==> src/rtl/uart_pkg.sv <==
// Shared encodings and helpers for the UART transceiver.
// Parity-mode codes, TX/RX state encodings, frame length and parity functions.
package uart_pkg;

  localparam int PARITY_NONE = 0;
  localparam int PARITY_EVEN = 1;
  localparam int PARITY_ODD  = 2;

  typedef enum logic [2:0] {
    TX_IDLE   = 3'd0,
    TX_START  = 3'd1,
    TX_DATA   = 3'd2,
    TX_PARITY = 3'd3,
    TX_STOP   = 3'd4
  } tx_state_e;

  typedef enum logic [2:0] {
    RX_IDLE   = 3'd0,
    RX_START  = 3'd1,
    RX_DATA   = 3'd2,
    RX_PARITY = 3'd3,
    RX_STOP   = 3'd4
  } rx_state_e;

  // Bits per frame: start + payload + optional parity + stop bits.
  function automatic int frame_bits(input int data_width, input int parity_mode,
                                    input int stop_bits);
    return 1 + data_width + ((parity_mode != PARITY_NONE) ? 1 : 0) + stop_bits;
  endfunction

  // Payload is zero-extended to 9 bits, which leaves the XOR unchanged.
  function automatic logic parity_bit(input logic [8:0] data, input int parity_mode);
    logic p;
    p = ^data;
    case (parity_mode)
      PARITY_EVEN: return p;
      PARITY_ODD:  return ~p;
      default:     return 1'b0;
    endcase
  endfunction

endpackage

==> src/rtl/uart_sync.sv <==
// Three-flop synchroniser for the asynchronous RX line; flops reset to the idle level 1.
module uart_sync (
  input  logic clk,
  input  logic reset,
  input  logic d,
  output logic q
);

  logic [2:0] sync_q;
  logic [2:0] sync_d;

  always_comb begin
    sync_d = {sync_q[1:0], d};
  end

  always_ff @(posedge clk) begin
    if (!reset) begin
      sync_q <= 3'b111;
    end else begin
      sync_q <= sync_d;
    end
  end

  assign q = sync_q[2];

endmodule

==> src/rtl/uart_transceiver.sv <==
// Full-duplex UART transceiver: independent TX and RX FSMs with parity and overrun handling.
// Optional feature macro UART_LOOPBACK_EN adds the loopback port and internal TX->RX mux.
module uart_transceiver
  import uart_pkg::*;
#(
  parameter int DATA_WIDTH     = 8,
  parameter int PARITY_MODE    = 1,
  parameter int STOP_BITS      = 1,
  parameter int CLOCKS_PER_BIT = 8
) (
  input  logic                  clk,
  input  logic                  reset,
  input  logic                  enable,
  input  logic [DATA_WIDTH-1:0] i_data,
  output logic                  o_busy,
  output logic                  serial_out,
  input  logic                  serial_in,
  output logic [DATA_WIDTH-1:0] received_data,
  output logic                  data_is_valid,
  input  logic                  rx_ack,
  output logic                  rx_error,
  output logic                  framing_error,
  output logic                  overrun_error
`ifdef UART_LOOPBACK_EN
  ,
  input  logic                  loopback
`endif
);

  localparam int CNT_W = $clog2(CLOCKS_PER_BIT);
  localparam int BIT_W = 4;
  localparam logic [CNT_W-1:0] CNT_ONE   = CNT_W'(1);
  localparam logic [CNT_W-1:0] CNT_LAST  = CNT_W'(CLOCKS_PER_BIT - 1);
  localparam logic [CNT_W-1:0] CNT_HALF  = CNT_W'(CLOCKS_PER_BIT / 2 - 1);
  localparam logic [BIT_W-1:0] BIT_ONE   = BIT_W'(1);
  localparam logic [BIT_W-1:0] DATA_LAST = BIT_W'(DATA_WIDTH - 1);
  localparam logic [BIT_W-1:0] STOP_LAST = BIT_W'(STOP_BITS - 1);

  tx_state_e             tx_state_q, tx_state_d;
  logic [CNT_W-1:0]      tx_cnt_q, tx_cnt_d;
  logic [BIT_W-1:0]      tx_bit_q, tx_bit_d;
  logic [DATA_WIDTH-1:0] tx_shift_q, tx_shift_d;
  logic                  tx_par_q, tx_par_d;
  logic                  serial_out_q, serial_out_d;
  logic                  busy_q, busy_d;

  rx_state_e             rx_state_q, rx_state_d;
  logic [CNT_W-1:0]      rx_cnt_q, rx_cnt_d;
  logic [BIT_W-1:0]      rx_bit_q, rx_bit_d;
  logic [DATA_WIDTH-1:0] rx_shift_q, rx_shift_d;
  logic                  rx_par_bad_q, rx_par_bad_d;
  logic                  rx_stop_bad_q, rx_stop_bad_d;
  logic                  rx_prev_q, rx_prev_d;
  logic [DATA_WIDTH-1:0] received_q, received_d;
  logic                  valid_q, valid_d;
  logic                  rx_error_q, rx_error_d;
  logic                  framing_q, framing_d;
  logic                  overrun_q, overrun_d;

  logic rx_src;
  logic rx_s;
  logic stop_bad_now;

`ifdef UART_LOOPBACK_EN
  assign rx_src = loopback ? serial_out_q : serial_in;
`else
  assign rx_src = serial_in;
`endif

  uart_sync u_sync (
    .clk   (clk),
    .reset (reset),
    .d     (rx_src),
    .q     (rx_s)
  );

  // TX next state: serial_out_d is the line level for the coming cycle.
  always_comb begin
    tx_state_d   = tx_state_q;
    tx_cnt_d     = tx_cnt_q;
    tx_bit_d     = tx_bit_q;
    tx_shift_d   = tx_shift_q;
    tx_par_d     = tx_par_q;
    serial_out_d = serial_out_q;
    busy_d       = busy_q;
    case (tx_state_q)
      TX_IDLE: begin
        if (enable) begin
          tx_state_d   = TX_START;
          tx_shift_d   = i_data;
          tx_par_d     = parity_bit(9'(i_data), PARITY_MODE);
          tx_cnt_d     = '0;
          serial_out_d = 1'b0;
          busy_d       = 1'b1;
        end else begin
          serial_out_d = 1'b1;
          busy_d       = 1'b0;
        end
      end
      TX_START: begin
        if (tx_cnt_q == CNT_LAST) begin
          tx_cnt_d     = '0;
          tx_bit_d     = '0;
          tx_state_d   = TX_DATA;
          serial_out_d = tx_shift_q[0];
        end else begin
          tx_cnt_d = tx_cnt_q + CNT_ONE;
        end
      end
      TX_DATA: begin
        if (tx_cnt_q == CNT_LAST) begin
          tx_cnt_d = '0;
          if (tx_bit_q == DATA_LAST) begin
            tx_bit_d = '0;
            if (PARITY_MODE != PARITY_NONE) begin
              tx_state_d   = TX_PARITY;
              serial_out_d = tx_par_q;
            end else begin
              tx_state_d   = TX_STOP;
              serial_out_d = 1'b1;
            end
          end else begin
            tx_bit_d     = tx_bit_q + BIT_ONE;
            tx_shift_d   = tx_shift_q >> 1;
            serial_out_d = tx_shift_q[1];
          end
        end else begin
          tx_cnt_d = tx_cnt_q + CNT_ONE;
        end
      end
      TX_PARITY: begin
        if (tx_cnt_q == CNT_LAST) begin
          tx_cnt_d     = '0;
          tx_bit_d     = '0;
          tx_state_d   = TX_STOP;
          serial_out_d = 1'b1;
        end else begin
          tx_cnt_d = tx_cnt_q + CNT_ONE;
        end
      end
      TX_STOP: begin
        if (tx_cnt_q == CNT_LAST) begin
          tx_cnt_d = '0;
          if (tx_bit_q == STOP_LAST) begin
            tx_state_d   = TX_IDLE;
            busy_d       = 1'b0;
            serial_out_d = 1'b1;
          end else begin
            tx_bit_d = tx_bit_q + BIT_ONE;
          end
        end else begin
          tx_cnt_d = tx_cnt_q + CNT_ONE;
        end
      end
      default: begin
        tx_state_d   = TX_IDLE;
        tx_cnt_d     = '0;
        serial_out_d = 1'b1;
        busy_d       = 1'b0;
      end
    endcase
  end

  // RX next state: a frame is judged on its final stop sample; errored frames never load.
  always_comb begin
    rx_state_d    = rx_state_q;
    rx_cnt_d      = rx_cnt_q;
    rx_bit_d      = rx_bit_q;
    rx_shift_d    = rx_shift_q;
    rx_par_bad_d  = rx_par_bad_q;
    rx_stop_bad_d = rx_stop_bad_q;
    rx_prev_d     = rx_s;
    received_d    = received_q;
    valid_d       = valid_q & ~rx_ack;
    rx_error_d    = 1'b0;
    framing_d     = 1'b0;
    overrun_d     = 1'b0;
    stop_bad_now  = rx_stop_bad_q | ~rx_s;
    case (rx_state_q)
      RX_IDLE: begin
        rx_cnt_d = '0;
        if (!rx_s && rx_prev_q) begin
          rx_state_d = RX_START;
        end else begin
          rx_state_d = RX_IDLE;
        end
      end
      RX_START: begin
        if (rx_cnt_q == CNT_HALF) begin
          rx_cnt_d = '0;
          if (!rx_s) begin
            rx_state_d    = RX_DATA;
            rx_bit_d      = '0;
            rx_par_bad_d  = 1'b0;
            rx_stop_bad_d = 1'b0;
          end else begin
            rx_state_d = RX_IDLE;
          end
        end else begin
          rx_cnt_d = rx_cnt_q + CNT_ONE;
        end
      end
      RX_DATA: begin
        if (rx_cnt_q == CNT_LAST) begin
          rx_cnt_d   = '0;
          rx_shift_d = {rx_s, rx_shift_q[DATA_WIDTH-1:1]};
          if (rx_bit_q == DATA_LAST) begin
            rx_bit_d = '0;
            if (PARITY_MODE != PARITY_NONE) begin
              rx_state_d = RX_PARITY;
            end else begin
              rx_state_d = RX_STOP;
            end
          end else begin
            rx_bit_d = rx_bit_q + BIT_ONE;
          end
        end else begin
          rx_cnt_d = rx_cnt_q + CNT_ONE;
        end
      end
      RX_PARITY: begin
        if (rx_cnt_q == CNT_LAST) begin
          rx_cnt_d     = '0;
          rx_bit_d     = '0;
          rx_par_bad_d = (rx_s != parity_bit(9'(rx_shift_q), PARITY_MODE));
          rx_state_d   = RX_STOP;
        end else begin
          rx_cnt_d = rx_cnt_q + CNT_ONE;
        end
      end
      RX_STOP: begin
        if (rx_cnt_q == CNT_LAST) begin
          rx_cnt_d = '0;
          if (rx_bit_q == STOP_LAST) begin
            rx_state_d = RX_IDLE;
            if (rx_par_bad_q || stop_bad_now) begin
              rx_error_d = rx_par_bad_q;
              framing_d  = stop_bad_now;
            end else begin
              received_d = rx_shift_q;
              valid_d    = 1'b1;
              overrun_d  = valid_q & ~rx_ack;
            end
          end else begin
            rx_stop_bad_d = stop_bad_now;
            rx_bit_d      = rx_bit_q + BIT_ONE;
          end
        end else begin
          rx_cnt_d = rx_cnt_q + CNT_ONE;
        end
      end
      default: begin
        rx_state_d = RX_IDLE;
        rx_cnt_d   = '0;
      end
    endcase
  end

  // State registers for both directions; reset aborts any frame silently.
  always_ff @(posedge clk) begin
    if (!reset) begin
      tx_state_q    <= TX_IDLE;
      tx_cnt_q      <= '0;
      tx_bit_q      <= '0;
      tx_shift_q    <= '0;
      tx_par_q      <= 1'b0;
      serial_out_q  <= 1'b1;
      busy_q        <= 1'b0;
      rx_state_q    <= RX_IDLE;
      rx_cnt_q      <= '0;
      rx_bit_q      <= '0;
      rx_shift_q    <= '0;
      rx_par_bad_q  <= 1'b0;
      rx_stop_bad_q <= 1'b0;
      rx_prev_q     <= 1'b1;
      received_q    <= '0;
      valid_q       <= 1'b0;
      rx_error_q    <= 1'b0;
      framing_q     <= 1'b0;
      overrun_q     <= 1'b0;
    end else begin
      tx_state_q    <= tx_state_d;
      tx_cnt_q      <= tx_cnt_d;
      tx_bit_q      <= tx_bit_d;
      tx_shift_q    <= tx_shift_d;
      tx_par_q      <= tx_par_d;
      serial_out_q  <= serial_out_d;
      busy_q        <= busy_d;
      rx_state_q    <= rx_state_d;
      rx_cnt_q      <= rx_cnt_d;
      rx_bit_q      <= rx_bit_d;
      rx_shift_q    <= rx_shift_d;
      rx_par_bad_q  <= rx_par_bad_d;
      rx_stop_bad_q <= rx_stop_bad_d;
      rx_prev_q     <= rx_prev_d;
      received_q    <= received_d;
      valid_q       <= valid_d;
      rx_error_q    <= rx_error_d;
      framing_q     <= framing_d;
      overrun_q     <= overrun_d;
    end
  end

  assign o_busy        = busy_q;
  assign serial_out    = serial_out_q;
  assign received_data = received_q;
  assign data_is_valid = valid_q;
  assign rx_error      = rx_error_q;
  assign framing_error = framing_q;
  assign overrun_error = overrun_q;

endmodule

==> config.mk <==
export PLATFORM = sky130hd
export DESIGN_NAME = uart_transceiver
export DESIGN_NICKNAME = d
export VERILOG_FILES = /design/src/rtl/uart_pkg.sv /design/src/rtl/uart_sync.sv /design/src/rtl/uart_transceiver.sv
export SDC_FILE = /design/constraint.sdc
export NUM_CORES = 1
export LEC_CHECK = 0
export ABC_AREA = 0
export CAP_MARGIN = 20
export CORE_AREA = 2 2 89 70
export DETAILED_ROUTE_END_ITERATION = 8
export DIE_AREA = 0 0 91 72
export MAX_ROUTING_LAYER = met4
export PLACE_DENSITY_LB_ADDON = 0.3
export SYNTH_ARGS = -nofsm -noshare
export SYNTH_HDL_FRONTEND = slang
export SYNTH_HIERARCHICAL = 1
export SYNTH_SLANG_ARGS = --single-unit
==> constraint.sdc <==
create_clock -name clk -period 2.2 [get_ports clk]
set_clock_uncertainty 0.2 [all_clocks]
set_input_delay 0.55 -clock clk [delete_from_list [all_inputs] [get_ports clk]]
set_output_delay 0.55 -clock clk [all_outputs]
set_load 0.02 [all_outputs]
==> out/metrics.csv <==
stage,metric,value,unit
run_status,status,"complete, no violations",
setup_path,Worst Setup SP,tx_cnt_q[0],
synth,Post-Syn Area,2770,µm²
setup_path,internal reg-to-reg setup slack,0.13,ns
clock_network,CTS Buf Count,9,
clock_network,clock buffer depth,2,
timing,setup TNS,0,ns
grt,initial antenna violation count,0,
clock_network,H-tree levels,3,
clock_network,"Clk pin slew, worst setup/hold paths",0.07,ns
floorplanning,CORE AREA,5650,µm²
pwr,P_leak,1.36,nW
layout,register area,1140,µm²
synth,"EDFF count, synth",0,
layout,nets,382,
detailed_routing,DR vias,2350,
timing,worst slew pin tran,0.453,ns
layout,ant diodes,0,
floorplanning,Boundary Pins,27,
place,Final GP Congestion,0.937,
layout,Layout fillers,498,
setup_path,FF-to-FF Start,tx_cnt_q[0],
clock_network,clock sink total,57,
grt,number of global-route vias before repair,2250,
timing,Worst slew margin,69.8,%
setup_path,crit path kind,flop to flop,
place,DP Worst Slack,-0.144,ns
synth,top post-synthesis cells by area,"dfxtp_1, mux2i_1, nor2_1",
clock_network,TritonCTS clock tree,built,
synth,sequential area share after synthesis,41.2,%
synth,simple-gate share of the synthesized area,22.4,%
pwr,pwr/cell area,852,nW/µm²
layout,Area growth syn-to-layout,25.1,%
detailed_routing,First-pass DRT Iterations,4,
hold_path,Hold Crit Class,flop to flop,
setup_path,CP max FO,3,
synth,Yosys reg bits,57,
layout,post-layout util,61.3,%
grt,first-pass GRT wire length,10000,µm
layout,layout cells sized above 1,13.2,%
synth,Post-Synth Adder-Cell Area,4.52,%
detailed_routing,Starting DRT DRC Count,176,
floorplanning,DIE AREA,6550,µm²
clock_network,post-CTS setup repair buffer count,0,
synth,multiplexer share of the synthesized area,7.69,%
synth,syn nets,341,
detailed_routing,Avg WL per Cell,13.1,µm
place,Post-DP HPWL,3930,µm
setup_path,worst path required time,2.27,ns
layout,area of the multi-input gates,1530,µm²
synth,Main synth FF type,dfxtp_1,
setup_path,worst r2r path cells,7,
synth,Syn Inst Count,318,
floorplanning,Rows,24,
flow_run,max cap viols,0,
floorplanning,Die Y-Extent,72,µm
detailed_routing,Vias/cell,5.32,
synth,largest family of logic cells by synthesized area,simple AND/OR/NAND/NOR gates,
detailed_routing,drt drc,0,
timing,RSZ-0062 raised after global routing,no,
setup_path,CP endpoint,tx_state_q[1],
synth,asr flop ratio synth,0,%
floorplanning,Die X,91,µm
floorplanning,Initial Utilization,49.0,%
pwr,Peak VDD IR,0.000505,V
detailed_routing,Post-Route WL,5780,µm
layout,final design area excluding fillers,3460,µm²
setup_path,Setup crit end kind,flop,
synth,top cell type's share of synthesized area,41.2,%
synth,complex-gate fraction of the synthesized area,14.2,%
timing,crit path time final,2.07,ns
clock_network,Post-CTS Hold Buffers,0,
synth,XOR/XNOR Fraction of Synth Area,5.56,%
clock_network,post_cts resized,0,
setup_path,crit path DAT,2.14,ns
clock_network,worst skew pair latency,0.34,ns
grt,pin count of the biggest net entering global routing,44,
timing,Hold Slack,0.208,ns
synth,"Avg Cell Area, Syn",8.70,µm²
synth,library cells used by synthesis,51,
clock_network,clock root cell,clkbuf_8,
grt,Tot GR Track Use,19.8,%
setup_path,Critical Path Source Type,flop,
timing,final number of setup-violating endpoints,0,
synth,Synth Warn #,6,
synth,"area leader, netlist",dfxtp_1,
place,# port buffers,26,
timing,Final Cycle Share,94.1,%
timing,final-report hold violation count,0,
detailed_routing,Routed Antenna Nets,0,
setup_path,Reg-to-Reg End,tx_state_q[1],
hold_path,beginning of the worst hold path,u_sync/sync_q[1],
grt,total gr overflow,0,
place,placed instance area,3210,µm²
timing,final worst slack,0.131,ns
timing,Max Freq,483,MHz
timing,max-slew violations,0,
[cell families (layout without fill, tap and decap cells)]
| group | Yosys count | in the layout |
|---|---|---|
| multiplexers | 21 | 21 |
| XOR/XNOR | 16 | 16 |
| buffers and inverters | 29 | 75 |
| AO/OA/AOI/OAI | 61 | 61 |
| AND/OR/NAND/NOR | 124 | 124 |
| adder cells (fa/ha/maj) | 10 | 10 |
| flip-flops | 57 | 57 |
[layer usage]
metal	global-route usage (%)	vias up	wire length [µm]
li1	-	1191	-
met1	24.0	1079	2710
met2	30.9	68	2630
met3	5.92	12	348
met4	8.59	0	91
met5	-	-	0
[sequential cells by signal, indices dropped and copies added (netlist names), 3 cells and up]
name and flops:
received_data 8, rx_shift_q 8, tx_shift_q 8, rx_bit_q 4
tx_bit_q 4, rx_cnt_q 3, rx_state_q 3, tx_cnt_q 3
tx_state_q 3, u_sync/sync_q 3
[layout make-up]
| type | count | area share, % |
|---|---|---|
| clock buffer | 10 | 3.97 |
| clock inverter | 6 | 2.60 |
| inverter | 14 | 1.52 |
| multi-input combinational | 232 | 44.1 |
| sequential | 57 | 32.9 |
| tap | 78 | 2.82 |
| timing repair buffer | 45 | 12.0 |
[cell usage in the layout (no fill, tap or decap), drive strengths merged, types with 14 or more instances in the layout]
master / netlist / routed
xnor2: 14 / 14
mux2i: 19 / 19
nand2: 26 / 26
clkdlybuf4s50: 0 / 26
buf: 5 / 19
nor2: 45 / 45
dfxtp: 57 / 57
inv: 13 / 14
a21oi: 18 / 18
o21ai: 17 / 17
[cells in the mapped netlist (all sizes together) (2+ instances only)]
master / n
mux2i: 19
inv: 13
nor2: 45
a21oi: 18
a31oi: 4
nor3: 6
nand2: 26
buf: 5
xnor2: 14
or3b: 3
or4: 2
ha: 10
nor3b: 6
dfxtp: 57
clkbuf: 10
or3: 2
o21ai: 17
nand3b: 2
mux2: 2
nor2b: 3
nand3: 10
a22oi: 2
and3: 5
a211oi: 3
nand2b: 10
a311oi: 7
[stage by stage]
stage                     std cells  total power, mW
final                           442             2.95
after global routing            442             3.10
after CTS                       442             2.96
after detailed placement        426             1.85
after global placement          426             1.83
after floorplan                 318             1.64
[power breakdown]
part	switching, mW	leakage (nW)	internal, mW
sequential	0.0728	0.463	1.13
clock	0.432	0.113	0.671
combinational	0.350	0.785	0.296
total	0.855	1.36	2.09
[critical path, cell delays in order (launching register included)]
cell,delay (ns)
dfxtp_1,0.38
ha_1,0.17
ha_1,0.19
mux2_2,0.19
nor3_1,0.05
a221o_1,0.30
or4_1,0.41
a21oi_1,0.13
[worst min path at each step]
| stage | to | slack [ns] | cells past startpoint |
|---|---|---|---|
| final | u_sync/sync_q[2] | 0.21 | 1 |
| after global routing | u_sync/sync_q[2] | 0.23 | 1 |
| after CTS | u_sync/sync_q[2] | 0.21 | 1 |
| after detailed placement | u_sync/sync_q[2] | 0.19 | 1 |
| after global placement | u_sync/sync_q[1] | 0.19 | 1 |
| after floorplan | u_sync/sync_q[1] | 0.19 | 1 |
Note: power is estimated with default switching activity, not from simulation.
